===== src/rtl/burst_grant_responder.sv =====
// burst_grant_responder
// On a held request, emit GRANT_COUNT single-cycle grant pulses spaced GAP
// idle cycles apart. One cycle after the last grant, check that the requester
// has let go of req. Report the outcome as a one-cycle done, proto_err or
// abort pulse. err_cnt is a saturating tally of the error pulses.
module burst_grant_responder #(
    parameter int GRANT_COUNT = 3,
    parameter int GAP         = 1
) (
    input  logic       clk,
    input  logic       rst,
    input  logic       req,
    output logic       grant,
    output logic       busy,
    output logic       done,
    output logic       proto_err,
    output logic       abort,
    output logic [7:0] err_cnt
);

    typedef enum logic [2:0] {
        IDLE,
        GAP_WAIT,
        GRANT,
        CHECK,
        REPORT
    } state_t;

    localparam logic [3:0] GAP_L = 4'(GAP);
    localparam logic [3:0] GC_L  = 4'(GRANT_COUNT);

    state_t     r_state;
    logic [3:0] r_gap;
    logic [3:0] r_gcnt;
    logic       r_grant;
    logic       r_busy;
    logic       r_done;
    logic       r_perr;
    logic       r_abort;
    logic [7:0] r_err_cnt;

    state_t     w_state_nxt;
    logic [3:0] w_gap_nxt;
    logic [3:0] w_gcnt_nxt;
    logic       w_grant_nxt;
    logic       w_busy_nxt;
    logic       w_done_nxt;
    logic       w_perr_nxt;
    logic       w_abort_nxt;
    logic [3:0] w_gap_dec;
    logic [3:0] w_gcnt_inc;

    assign w_gap_dec  = r_gap - 4'd1;
    assign w_gcnt_inc = r_gcnt + 4'd1;

    // The state and every output are registered. Each output flop therefore
    // shows, during a cycle, what the FSM decided on the preceding edge.
    //
    // REPORT is the cycle in which the outcome pulse is visible. It accepts a
    // new request exactly like IDLE, so that a requester that never dropped req
    // restarts on the very edge that sees the proto_err pulse.
    //
    // The gap counter is decremented and tested in the same cycle. The FSM
    // therefore steps into GRANT on the edge where the counter reaches zero.
    // The grant is then sampled (GAP+1) edges after the previous event.

    // Next-state and next-output decode
    always_comb begin
        w_state_nxt = r_state;
        w_gap_nxt   = r_gap;
        w_gcnt_nxt  = r_gcnt;
        w_grant_nxt = 1'b0;
        w_done_nxt  = 1'b0;
        w_perr_nxt  = 1'b0;
        w_abort_nxt = 1'b0;
        case (r_state)
            IDLE, REPORT: begin
                w_gcnt_nxt = 4'd0;
                if (req) begin
                    w_gap_nxt = GAP_L;
                    if (GAP_L == 4'd0) begin
                        w_state_nxt = GRANT;
                        w_grant_nxt = 1'b1;
                    end else begin
                        w_state_nxt = GAP_WAIT;
                    end
                end else begin
                    w_state_nxt = IDLE;
                end
            end
            GAP_WAIT: begin
                if (!req) begin
                    // Requester gave up before its last grant.
                    w_state_nxt = REPORT;
                    w_abort_nxt = 1'b1;
                    w_gcnt_nxt  = 4'd0;
                end else begin
                    w_gap_nxt = w_gap_dec;
                    if (w_gap_dec == 4'd0) begin
                        w_state_nxt = GRANT;
                        w_grant_nxt = 1'b1;
                    end
                end
            end
            GRANT: begin
                w_gcnt_nxt = w_gcnt_inc;
                if (w_gcnt_inc == GC_L) begin
                    // Last grant: req on this edge is don't-care.
                    w_state_nxt = CHECK;
                end else if (!req) begin
                    w_state_nxt = REPORT;
                    w_abort_nxt = 1'b1;
                    w_gcnt_nxt  = 4'd0;
                end else begin
                    w_gap_nxt = GAP_L;
                    if (GAP_L == 4'd0) begin
                        w_state_nxt = GRANT;
                        w_grant_nxt = 1'b1;
                    end else begin
                        w_state_nxt = GAP_WAIT;
                    end
                end
            end
            CHECK: begin
                w_state_nxt = REPORT;
                w_gcnt_nxt  = 4'd0;
                if (req) begin
                    w_perr_nxt = 1'b1;
                end else begin
                    w_done_nxt = 1'b1;
                end
            end
            default: begin
                w_state_nxt = IDLE;
                w_gcnt_nxt  = 4'd0;
            end
        endcase
        w_busy_nxt = (w_state_nxt == GAP_WAIT) || (w_state_nxt == GRANT) ||
                     (w_state_nxt == CHECK);
    end

    // State, counters and output flops
    always_ff @(posedge clk) begin
        if (rst) begin
            r_state <= IDLE;
            r_gap   <= 4'd0;
            r_gcnt  <= 4'd0;
            r_grant <= 1'b0;
            r_busy  <= 1'b0;
            r_done  <= 1'b0;
            r_perr  <= 1'b0;
            r_abort <= 1'b0;
        end else begin
            r_state <= w_state_nxt;
            r_gap   <= w_gap_nxt;
            r_gcnt  <= w_gcnt_nxt;
            r_grant <= w_grant_nxt;
            r_busy  <= w_busy_nxt;
            r_done  <= w_done_nxt;
            r_perr  <= w_perr_nxt;
            r_abort <= w_abort_nxt;
        end
    end

    // Saturating error tally. It steps on the same edge that raises the
    // error pulse.
    always_ff @(posedge clk) begin
        if (rst) begin
            r_err_cnt <= 8'd0;
        end else if ((w_perr_nxt || w_abort_nxt) && (r_err_cnt != 8'hFF)) begin
            r_err_cnt <= r_err_cnt + 8'd1;
        end
    end

    assign grant     = r_grant;
    assign busy      = r_busy;
    assign done      = r_done;
    assign proto_err = r_perr;
    assign abort     = r_abort;
    assign err_cnt   = r_err_cnt;

endmodule


===== config.mk =====
export PLATFORM = sky130hd
export DESIGN_NAME = burst_grant_responder
export DESIGN_NICKNAME = d
export VERILOG_FILES = /design/src/rtl/burst_grant_responder.sv
export SDC_FILE = /design/constraint.sdc
export NUM_CORES = 1
export LEC_CHECK = 0
export ABC_AREA = 1
export BUFFER_PORTS_ARGS = -buffer_cell sky130_fd_sc_hd__buf_2
export CAP_MARGIN = 30
export CORE_AREA = 2 2 51 53
export DETAILED_ROUTE_END_ITERATION = 8
export DIE_AREA = 0 0 53 55
export HOLD_SLACK_MARGIN = 0.03
export PLACE_DENSITY = 0.73
export SYNTH_ARGS = -nofsm -noshare
export SYNTH_HDL_FRONTEND = slang
export SYNTH_SLANG_ARGS = --single-unit

===== constraint.sdc =====
create_clock -name clk -period 2.1 [get_ports clk]
set_clock_uncertainty 0.1 [all_clocks]
set_input_delay 0.42 -clock clk [delete_from_list [all_inputs] [get_ports clk]]
set_output_delay 0.42 -clock clk [all_outputs]
set_load 0.05 [all_outputs]

# [Yosys cells after proc, flatten, opt, wreduce, memory -nomap -nowiden]
# Cells that the tools add are included.
[totals] output_inout_bits=13 input_bits=3 register_bits=24
[classes] muxes=20 n_bitwise=3 eq_ne=12 add_sub_neg=3 reduce_logical=11
[ops] operator="2-to-1 mux 4 bit" n=6
[ops] operator="== test 3 x 2 -> 1 bit, second input constant" n=4
[ops] operator="2-to-1 mux 3 bit" n=4
[ops] operator="one-hot mux 3 bit (4 select lines)" n=1
[ops] operator="one-hot mux 4 bit (3 select lines)" n=1
[ops] operator="adder 8 x 1 -> 8 bit, second input constant" n=1
[ops] operator="!= test 8 bit, second input constant" n=1
[ops] operator="one-hot mux 4 bit (2 select lines)" n=1
[ops] operator="== test 3 x 1 -> 1 bit, second input constant" n=2
[ops] operator="2-to-1 mux 1 bit" n=6
[ops] operator="!= test 2 bit, second input constant" n=3
[ops] operator="adder 4 x 1 -> 4 bit, second input constant" n=1
[ops] operator="== test 4 x 2 -> 1 bit, second input constant" n=1
[ops] operator="logical NOT 4 bit" n=1
[ops] operator="OR reduction 2 bit" n=2
[ops] operator="subtractor 4 x 1 -> 4 bit, second input constant" n=1
[ops] operator="== test 3 bit, second input constant" n=1
[ops] operator="logical NOT 3 bit" n=1
[ops] operator="logical OR 1 bit" n=3
[ops] operator="inverter 1 bit" n=3
[ops] operator="AND reduction 3 bit" n=1
[ops] operator="nonzero test 3 bit" n=1
[ops] operator="OR reduction 3 bit" n=1
[ops] operator="one-hot mux 1 bit (2 select lines)" n=1
[ops] operator="logical AND 1 bit" n=1

# [Depth between registers and ports, before layout]
[logic_depth] ltp_word=8 mapped_depth=12 ltp_nobuf=12

# [Worst setup path after synthesis]
# No wires, ideal clock.
[synth_timing] path_type="reg2reg" startpoint="reg r_err_cnt[0] (netlist: err_cnt[0])" endpoint="reg r_err_cnt[1] (netlist: err_cnt[1])" t_required_ps=1886 path_buffers=0 path_stages_with_launch=9 setup_slack_ps=181 arrival_time_ps=1704 cell_sequence="dfxtp_1 -> ha_1 -> nand2_1 -> nor3b_2 -> nand2_2 -> nand2_4 -> inv_2 -> nor2_1 -> nor2_1"
[synth_between] elab_chain_cells=2 word_cells_on_any_way=3
[synth_lines] element="start, declared" line="40" rtl="logic [7:0] r_err_cnt;"
[synth_lines] element="start signal, assigned" line="171" rtl="r_err_cnt <= r_err_cnt + 8'd1;"
[synth_lines] element="branches (longest 2 deep; another with adder 8 x 1 -> 8 bit)"
# Several ways; the timed one is not identified.
# A chain may end at the register's enable or synchronous reset.

# [Worst setup path in the final report]
[layout_timing] startpoint="reg r_gcnt[1]" endpoint="reg r_err_cnt[0] (netlist: err_cnt[0])"
[layout_between] elab_chain_cells=6
[layout_lines] element="start, declared" line="34" rtl="logic [3:0] r_gcnt;"
[layout_lines] element="start signal, assigned" line="156" rtl="r_gcnt <= w_gcnt_nxt;"
[layout_lines] element="adder 4 x 1 -> 4 bit" line="54" rtl="assign w_gcnt_inc = r_gcnt + 4'd1;"
[layout_lines] element="== test 4 x 2 -> 1 bit" line="107" rtl="if (w_gcnt_inc == GC_L) begin"
[layout_lines] element="2-to-1 mux 1 bit" line="107"
[layout_lines] element="one-hot mux 1 bit (2 select lines)" line="76" rtl="case (r_state)"
[layout_lines] element="logical OR 1 bit" line="170" rtl="end else if ((w_perr_nxt || w_abort_nxt) && (r_err_cnt != 8'hFF)) begin"
[layout_lines] element="logical AND 1 bit" line="170"
# No other way between the ends.

==> metrics.md <==
| Metric | Value |
|---|---|
| Area of the die | `2915 sq um` |
| Worst hold stages | `2` |
| Number of top-level pins | `16` |
| Reg2reg end | `err_cnt[0]$_SDFFE_PP0P_` |
| Clock net sink count | `24` |
| Reg2reg path depth | `12` |
| GR Overflow Total | `0` |
| Die Wd | `53 um` |
| Post-detailed-route DRC marker count | `0` |
| Slowest Stage Delay on Critical Path | `430 ps` |
| Number of synthesized flops with an enable pin | `0` |
| Largest net degree at the start of global routing | `18` |
| Register area share after synthesis | `0.3943` |
| Worst Hold Endpoint | `done$_SDFF_PP0_` |
| Sum Neg Setup Slack | `0 ps` |
| Biggest fanout along the worst timing path | `10` |
| Post-synth top area cell | `dfxtp_1` |
| Nature of the critical path startpoint | `flop` |
| Fraction of synthesis flops using an asynchronous set or reset pin | `0` |
| TritonCTS clock tree | `done` |
| Worst min-delay path class | `input port to flop` |
| Fin nets | `184` |
| Minimum setup slack among reg-to-reg paths | `400 ps` |
| Num CTS Buffers | `3` |
| Leak | `0.0005917 uW` |
| Synthesis-to-finish area growth | `10.47%` |
| Most frequent standard cell in the layout excluding fill and tap cells | `nand2_1` |
| Number of levels the H-tree was split into | `1` |
| Worst Path Required | `2210 ps` |
| Setup repair after global routing missed its margin | `false` |
| Worst slew margin relative to its limit | `0.7504` |
| Post-synthesis cell area | `1219 sq um` |
| Die extent in y | `55 um` |
| Actual transition at the worst max-transition pin | `374.5 ps` |
| Critical path class | `flop to flop` |
| Final hold violations | `0` |
| Maximum frequency from static timing analysis | `587.2 MHz` |
| Routed wire length | `2327 um` |
| Critical-path cell list | `ha_1 -> inv_1 -> nand2_1 -> nand2_2 -> nor2_4 -> nand2_2 -> nand3_2 -> nand3_4 -> nand2_4 -> inv_2 -> nor2_1 -> nor2_1` |
| Worst-Skew Late Latency | `310 ps` |
| Share of cells above drive strength 1 | `0.2241` |
| Synthesized netlist cell count | `158` |
| Overall routing resource usage | `0.1875` |
| Clock input transition at the sequential cells of the worst setup and hold paths | `130 ps` |
| First-pass GRT wire length | `3981 um` |
| Mean post-synth cell area | `7.713 sq um` |
| Total power divided by cell area | `555.9 nW/um^2` |
| Iter 0 DRT Violations | `9` |
| Beginning of the worst register-to-register path | `r_gcnt[1]$_SDFFE_PP0P_` |
| Via total after detailed routing | `1,051` |
| Minimum period implied by the final worst setup slack | `1703 ps` |
| Number of antenna violations at the first check in global routing | `0` |
| Worst hold margin | `199.1 ps` |
| # Post-CTS Setup Buffers | `0` |
| CP Data Arrival Time | `1820 ps` |
| Setup violations, final | `0` |
| Top flip-flop cell by instance count after synthesis | `dfxtp_1` |
| Vias in the first global route | `964` |
| Count of cells resized by post-cts repair | `0` |
| Synth warn | `0` |
| Endpoint kind of the worst setup timing path | `flop` |
| Post-synth net total | `166` |
| Slowest library cell on the worst path | `dfxtp_1` |
| Area share of the largest cell type after synthesis | `0.3943` |
| Commonest cells after routing, fill and taps aside | `nand2_1 (33), dfxtp_1 (24), nand3_1 (17)` |
| Post-DRT Antenna Nets | `0` |
| Routed wire length per instance | `11.41 um` |
| Buffers and inverters on the worst path | `2` |
| CORE AREA | `2365 sq um` |
| Cell family contributing the most delay on the critical path | `simple AND/OR/NAND/NOR gates` |
| Largest voltage drop on the vdd net | `0.3308 mV` |
| Total of buffers placed on input and output ports | `15` |
| Vias per cell | `5.152` |
| Starting utilization of the core area | `0.5153` |
| Flops & latches, synth | `24` |
| Start point of the worst hold path | `req` |
| Gp weighted congestion | `0.8883` |
| Number of hold buffers added after CTS | `0` |
| Final Slew Violations | `0` |
| Period utilisation layout | `0.8109` |
| Pre-antenna DRT Iters | `4` |
| Outcome | `complete, no violations` |
| Synth top area cells | `dfxtp_1 (39%), nand2_1 (10%), nand3_1 (7.0%)` |
| Count of distinct cell types in the synthesized netlist | `30` |
| Inserted Diodes | `0` |
| Clock tree buffer depth | `2` |
| Total of max-cap violations | `0` |
| Rows | `18` |
| Cell at the root of the clock tree | `clkbuf_4` |
| Post-detailed-placement half-perimeter wirelength | `1795 um` |
-- area by class of cell --
type                       count  area (sq um)
fill                         230          1018
multi-input combinational    113         659.4
sequential                    24         480.5
timing repair buffer          15         75.07
inverter                      19         71.32
tap                           30         37.54
clock buffer                   3         22.52
-- stage by stage --
step	instance area, sq um	total power, uW	utilization	setup slack [ps]	std cells
floorplan	1219	540.1	-	181.2	158
global placement	1324	554.6	0.5598	489.5	201
detailed placement	1324	557.3	0.5598	423.9	201
CTS	1346	754.9	0.5693	398.1	204
global route	1346	783.6	0.5693	234.6	204
finish	1346	748.3	0.5693	397.0	204
-- how the worst max path moves through the flow --
stage                     slack [ps]                    start                       to  cells after the start
after floorplan                  180  err_cnt[0]$_SDFFE_PP0P_  err_cnt[1]$_SDFFE_PP0P_                      8
after detailed placement         420   r_gcnt[1]$_SDFFE_PP0P_  err_cnt[0]$_SDFFE_PP0P_                     12
after global placement           490   r_gcnt[1]$_SDFFE_PP0P_  err_cnt[1]$_SDFFE_PP0P_                     12
after CTS                        400   r_gcnt[1]$_SDFFE_PP0P_  err_cnt[0]$_SDFFE_PP0P_                     12
after global routing             230   r_gcnt[1]$_SDFFE_PP0P_  err_cnt[1]$_SDFFE_PP0P_                     12
final                            400   r_gcnt[1]$_SDFFE_PP0P_  err_cnt[0]$_SDFFE_PP0P_                     12
-- state kept, by name (all words and copies together), names as in the netlist --
name / count
proto_err: 1
done: 1
abort: 1
busy: 1
r_state: 3
err_cnt: 8
r_gap: 4
grant: 1
r_gcnt: 4
-- layer usage --
layer	share of wire	wire, um	vias to the layer above	global-route usage
li1	-	-	541	-
met1	0.43	1007	488	0.2165
met2	0.52	1215	18	0.3354
met3	0.033	76	4	0.02419
met4	0.012	28	0	0.1068
met5	0	0	-	0
-- cells by family (layout without fill, tap and decap cells) --
kind of cell | after synthesis | count (layout) | synth area share
buf+inv | 21 | 37 | 0.06469
fa+ha+maj | 5 | 5 | 0.05133
compound gates | 18 | 18 | 0.08933
simple gates | 83 | 83 | 0.3501
xor+xnor | 7 | 7 | 0.05031
flops | 24 | 24 | 0.3942
-- power by group --
part	internal [uW]	switching [uW]	total, uW
clock network	67.0	135	202
registers	464	8.90	473
logic	22.2	51.1	73.3
total	554	195	748
-- synth_stat cells (3+ instances only) --
cell type / instances
a21oi_1: 10
a21oi_2: 4
dfxtp_1: 24
ha_1: 5
inv_1: 16
inv_2: 3
nand2_1: 33
nand2_2: 4
nand3_1: 17
nor2_1: 13
xor2_1: 6
(Power assumes the default switching activity.)
